[config.mk]
export PLATFORM = sky130hd
export DESIGN_NAME = multicycle_control
export DESIGN_NICKNAME = d
export VERILOG_FILES = /design/src/rtl/multicycle_control.sv
export SDC_FILE = /design/constraint.sdc
export NUM_CORES = 1
export LEC_CHECK = 0
export CAP_MARGIN = 30
export CORE_AREA = 2 2 47 49
export CTS_CLUSTER_DIAMETER = 200
export DETAILED_ROUTE_END_ITERATION = 8
export DIE_AREA = 0 0 49 51
export PLACE_DENSITY = 0.86
export SETUP_SLACK_MARGIN = 0.02
export SLEW_MARGIN = 40
export SYNTH_ARGS = -nofsm -noshare
export SYNTH_HDL_FRONTEND = slang
export SYNTH_SLANG_ARGS = --single-unit
export TNS_END_PERCENT = 100
[constraint.sdc]
create_clock -name clk -period 1.9 [get_ports clk]
set_input_delay 0.19 -clock clk [delete_from_list [all_inputs] [get_ports clk]]
set_output_delay 0.19 -clock clk [all_outputs]
set_load 0.02 [all_outputs]
[src/rtl/multicycle_control.sv]
// Control FSM for a multi-cycle MIPS datapath. It sequences fetch, decode,
// execute, memory and writeback, and stalls while memory reports not-ready.
module multicycle_control #(
  parameter int OP_WIDTH    = 6,
  parameter int ALUOP_WIDTH = 3
) (
  input  logic                   clk,
  input  logic                   reset,
  input  logic [OP_WIDTH-1:0]    OP,
  input  logic [OP_WIDTH-1:0]    Funct,
  input  logic                   Zero,
  input  logic                   MemReady,
  output logic                   PCWrite,
  output logic                   IorD,
  output logic                   MemRead,
  output logic                   MemWrite,
  output logic                   IRWrite,
  output logic [1:0]             RegDst,
  output logic [1:0]             MemtoReg,
  output logic                   RegWrite,
  output logic                   ALUSrcA,
  output logic [1:0]             ALUSrcB,
  output logic [ALUOP_WIDTH-1:0] ALUOp,
  output logic [1:0]             PCSource,
  output logic                   Illegal,
  output logic [3:0]             State
);

  typedef enum logic [3:0] {
    S_FETCH  = 4'd0,
    S_DECODE = 4'd1,
    S_MEMADR = 4'd2,
    S_MEMRD  = 4'd3,
    S_MEMWB  = 4'd4,
    S_MEMWR  = 4'd5,
    S_RTEXE  = 4'd6,
    S_RTWB   = 4'd7,
    S_IEXE   = 4'd8,
    S_IWB    = 4'd9,
    S_BRANCH = 4'd10,
    S_JUMP   = 4'd11,
    S_JAL    = 4'd12,
    S_JR     = 4'd13
  } state_t;

  localparam logic [OP_WIDTH-1:0] OPC_RTYPE = 6'h00;
  localparam logic [OP_WIDTH-1:0] OPC_J     = 6'h02;
  localparam logic [OP_WIDTH-1:0] OPC_JAL   = 6'h03;
  localparam logic [OP_WIDTH-1:0] OPC_BEQ   = 6'h04;
  localparam logic [OP_WIDTH-1:0] OPC_BNE   = 6'h05;
  localparam logic [OP_WIDTH-1:0] OPC_ADDI  = 6'h08;
  localparam logic [OP_WIDTH-1:0] OPC_ANDI  = 6'h0c;
  localparam logic [OP_WIDTH-1:0] OPC_ORI   = 6'h0d;
  localparam logic [OP_WIDTH-1:0] OPC_LUI   = 6'h0f;
  localparam logic [OP_WIDTH-1:0] OPC_LW    = 6'h23;
  localparam logic [OP_WIDTH-1:0] OPC_SW    = 6'h2b;
  localparam logic [OP_WIDTH-1:0] FN_JR     = 6'h08;

  localparam logic [ALUOP_WIDTH-1:0] AOP_SUB  = 3'b001;
  localparam logic [ALUOP_WIDTH-1:0] AOP_ADD  = 3'b010;
  localparam logic [ALUOP_WIDTH-1:0] AOP_LUI  = 3'b011;
  localparam logic [ALUOP_WIDTH-1:0] AOP_ADDI = 3'b100;
  localparam logic [ALUOP_WIDTH-1:0] AOP_ORI  = 3'b101;
  localparam logic [ALUOP_WIDTH-1:0] AOP_ANDI = 3'b110;
  localparam logic [ALUOP_WIDTH-1:0] AOP_R    = 3'b111;

  state_t state_q, state_d;

  always_ff @(posedge clk or negedge reset) begin
    if (!reset) state_q <= S_FETCH;
    else        state_q <= state_d;
  end

  assign State = state_q;

  always_comb begin
    state_d  = state_q;
    PCWrite  = 1'b0;
    IorD     = 1'b0;
    MemRead  = 1'b0;
    MemWrite = 1'b0;
    IRWrite  = 1'b0;
    RegDst   = 2'd0;
    MemtoReg = 2'd0;
    RegWrite = 1'b0;
    ALUSrcA  = 1'b0;
    ALUSrcB  = 2'd0;
    ALUOp    = '0;
    PCSource = 2'd0;
    Illegal  = 1'b0;

    case (state_q)
      S_FETCH: begin
        MemRead = 1'b1;
        ALUSrcB = 2'd1;
        ALUOp   = AOP_ADD;
        if (MemReady) begin
          IRWrite = 1'b1;
          PCWrite = 1'b1;
          state_d = S_DECODE;
        end
      end
      S_DECODE: begin
        // Branch target is computed speculatively here and parked in ALUOut.
        ALUSrcB = 2'd3;
        ALUOp   = AOP_ADD;
        case (OP)
          OPC_LW, OPC_SW:                       state_d = S_MEMADR;
          OPC_RTYPE:                            state_d = (Funct == FN_JR) ? S_JR : S_RTEXE;
          OPC_ADDI, OPC_ORI, OPC_ANDI, OPC_LUI: state_d = S_IEXE;
          OPC_BEQ, OPC_BNE:                     state_d = S_BRANCH;
          OPC_J:                                state_d = S_JUMP;
          OPC_JAL:                              state_d = S_JAL;
          default: begin
            Illegal = 1'b1;
            state_d = S_FETCH;
          end
        endcase
      end
      S_MEMADR: begin
        ALUSrcA = 1'b1;
        ALUSrcB = 2'd2;
        ALUOp   = AOP_ADD;
        state_d = (OP == OPC_LW) ? S_MEMRD : S_MEMWR;
      end
      S_MEMRD: begin
        MemRead = 1'b1;
        IorD    = 1'b1;
        if (MemReady) state_d = S_MEMWB;
      end
      S_MEMWB: begin
        RegWrite = 1'b1;
        MemtoReg = 2'd1;
        state_d  = S_FETCH;
      end
      S_MEMWR: begin
        MemWrite = 1'b1;
        IorD     = 1'b1;
        if (MemReady) state_d = S_FETCH;
      end
      S_RTEXE: begin
        ALUSrcA = 1'b1;
        ALUOp   = AOP_R;
        state_d = S_RTWB;
      end
      S_RTWB: begin
        RegWrite = 1'b1;
        RegDst   = 2'd1;
        state_d  = S_FETCH;
      end
      S_IEXE: begin
        // IR is held, so OP still names the immediate instruction.
        ALUSrcA = 1'b1;
        ALUSrcB = 2'd2;
        case (OP)
          OPC_ORI:  ALUOp = AOP_ORI;
          OPC_ANDI: ALUOp = AOP_ANDI;
          OPC_LUI:  ALUOp = AOP_LUI;
          default:  ALUOp = AOP_ADDI;
        endcase
        state_d = S_IWB;
      end
      S_IWB: begin
        RegWrite = 1'b1;
        state_d  = S_FETCH;
      end
      S_BRANCH: begin
        ALUSrcA  = 1'b1;
        ALUOp    = AOP_SUB;
        PCSource = 2'd1;
        PCWrite  = ((OP == OPC_BEQ) && Zero) || ((OP == OPC_BNE) && !Zero);
        state_d  = S_FETCH;
      end
      S_JUMP: begin
        PCWrite  = 1'b1;
        PCSource = 2'd2;
        state_d  = S_FETCH;
      end
      S_JAL: begin
        // PC already holds the return address (PC+4) from FETCH.
        PCWrite  = 1'b1;
        PCSource = 2'd2;
        RegWrite = 1'b1;
        RegDst   = 2'd2;
        MemtoReg = 2'd2;
        state_d  = S_FETCH;
      end
      S_JR: begin
        PCWrite  = 1'b1;
        PCSource = 2'd3;
        state_d  = S_FETCH;
      end
      default: state_d = S_FETCH;
    endcase

    // Outputs are forced quiet while reset is held so no access can complete.
    if (!reset) begin
      state_d  = S_FETCH;
      PCWrite  = 1'b0;
      IorD     = 1'b0;
      MemRead  = 1'b0;
      MemWrite = 1'b0;
      IRWrite  = 1'b0;
      RegDst   = 2'd0;
      MemtoReg = 2'd0;
      RegWrite = 1'b0;
      ALUSrcA  = 1'b0;
      ALUSrcB  = 2'd0;
      ALUOp    = '0;
      PCSource = 2'd0;
      Illegal  = 1'b0;
    end
  end

endmodule

==> out/qor.yml <==
place:
  dpl_cell_area_um2: 1550
  gp_congestion: 0.922
  post-dp-hpwl_um: 2770
  io_buffers: 38
  pre_cts_ws_ns: -0.487
  dpl.cell_count: 235
floorplanning:
  std_cell_rows: 17
  initial_core_util_pct: 37.3
  dieArea_um2: 2500
  die_w_um: 49
  io_pins: 39
  core-area_um2: 2060
  die_y_um: 51
worst_setup_path:
  critPathLaunchType: "input port"
  path_class: "in -> out"
  critical_path_required_ns: 1.71
  path_max_fanout: 3
  arrival_ns: 1.66
  end_kind: "output port"
timing:
  rsz0062_at_grt: "true"
  clock_skew_ns: 0.00889
  whs_ns: 0.477
  final-hold-violation-count: 0
  setup_viol_count_final: 0
  final.setup.worst_slack_ns: 0.0461
  timing.max_slew.rel_slack_pct: 74.3
  period_share_pct: 97.6
  min_period_ns: 1.85
  fin_tns_setup_ns: 0
  tightest_slew_ns: 0.382
  drv_slew: 0
  fmax_ghz: 0.539
drt:
  final_antenna_net_count: 0
  firstDrtPassIters: 5
  vias_per_cell: 5.40
  vias: 1291
  avgRoutedWirePerCell_um: 14.4
  route.detailed.drc: 0
  wirelength_um: 3440
  dr.first_iter.drc_count: 37
clock_tree:
  cts_hold_buf: 0
  clock_latency_ns: 0.23
  path_clk_slew_ns: 0.04
  cts.sinks: 4
  cts_buffers: 3
  cts_root_buffer: "clkbuf_4"
  cts_tree: "done"
  h-tree-depth: 1
  cts_buffer_depth: 2
pwr:
  power_density_nw_per_um2: 279
  leakage_uw: 0.000728
  ir_drop_uv: 377
run:
  cap_violations: 0
logic_synthesis:
  synth_nets: 140
  synth_warnings: 0
  synth_edf_count: 0
  async_flop_share_pct: 100
  synth_top_area_share_pct: 13.0
  synthCells: 124
  ys_ff_latch: 4
  synth.area.top_cells: "dfrtp_1 (13%), nor2_1 (9.3%), a21oi_1 (5.9%)"
  yosys.cell_types.count: 42
  synth_ff_type: "dfrtp_1"
  yosys.area.top_type: "dfrtp_1"
  synth.avg_cell_area_um2: 6.21
  netlist_area_um2: 769
  yosysSeqAreaShare_pct: 13.0
final_layout:
  drive_above_1_share_pct: 38.9
  largest_register_ffs: 4
  finish.instance_area_um2: 1570
  antenna_cells: 0
  layout_common_cells: "buf_4 (56), nor2_1 (19), clkdlybuf4s50_1 (15)"
  final_common_cell: "buf_4"
  nets: 229
  final-instance-count-excl-fill: 239
  syn_to_final_growth_pct: 104
min_path:
  hold_class: "in -> async"
global_route:
  grt_overflow: 0
  groute.usage.overall_pct: 27.0
  grt_max_degree: 10
  grt_pass1_wl_um: 5220
  antenna_found_initial: 0
  grt_pass1_vias: 1169
status:
  status: "finished, final reports clean"
[metal layers]
layer  global-route usage [%]  wire length (µm)  vias up  part of all wire, %
met2                     55.5              1790       70                   52
met1                     29.4              1390      587                   40
met3                     2.05               182       10                  5.3
li1                         -                 -      624                    -
met5                        0                 0        -                    0
met4                     7.14                70        0                  2.0
[synth_stat cells, drive strengths merged (2+ instances only)]
master	n
nor2	20
o21ai	9
inv	5
clkbuf	6
nand2b	3
nand2	12
nand3	4
nand4	2
or4	2
buf	4
and3	2
nor3	6
nor2b	6
o22ai	2
nor4	3
dfrtp	4
xor2	2
a211oi	5
a21oi	9
[area by class of cell]
cell class	instances	area, µm²
Inverter	5	18.8
Multi-Input combinational cell	105	628
Clock buffer	3	22.5
Tap cell	28	35.0
Timing Repair Buffer	94	762
Sequential cell	4	104
Fill cell	161	493
[where the power goes]
part           switching (µW)  total, µW  internal, µW
registers                8.93       97.5          88.6
clock network            35.1        106          70.7
logic                     112        235           123
total                     156        439           282
[worst paths after layout]
| kind | startpoint | endpoint | depth (start not counted) | slack [ns] |
|---|---|---|---|---|
| setup / recovery | OP[4] | PCWrite | 8 | 0.05 |
| hold / removal | reset | State[3]$_DFFE_PN0P_ | 2 | 0.48 |
| setup reg to reg | State[2]$_DFFE_PN0P_ | State[3]$_DFFE_PN0P_ | 6 | 0.07 |
| hold reg to reg | State[2]$_DFFE_PN0P_ | State[3]$_DFFE_PN0P_ | 3 | 0.79 |
| max in group asynchronous | reset | State[0]$_DFFE_PN0P_ | 2 | 1.28 |
| min in group clk | OP[2] | State[3]$_DFFE_PN0P_ | 3 | 0.58 |
[critical path: stages]
cell and delay [ns]:
clkdlybuf4s50_1 0.43, buf_4 0.16, nor2_1 0.13, nand3_1 0.09
o21bai_1 0.15, a21oi_1 0.09, o22ai_1 0.14, clkdlybuf4s15_2 0.28
[per-stage QoR]
step | util [%] | power (µW)
2_1_floorplan | - | 194
3_3_place_gp | 75.0 | 330
3_5_place_dp | 75.0 | 335
4_1_cts | 75.9 | 436
5_1_grt | 76.1 | 462
6_report | 76.1 | 439
[cell families (layout without fill, tap and decap cells)]
logic type | Yosys count | count (layout) | synth area share (%)
AO/OA/AOI/OAI | 35 | 35 | 28.5
AND/OR/NAND/NOR | 66 | 66 | 44.7
multiplexers | 1 | 1 | 1.30
XOR/XNOR | 3 | 3 | 3.42
flip-flops | 4 | 4 | 13.0
buffers and inverters | 15 | 102 | 9.11
[what timing repair did]
item,CTS,global route
hold endpoints to repair,0,0
resized for setup,48,12
buffers inserted,0,1
setup endpoints to repair,20,9
cloned,0,0
pin swaps,1,1
Note: power is estimated with default switching activity, not from simulation.
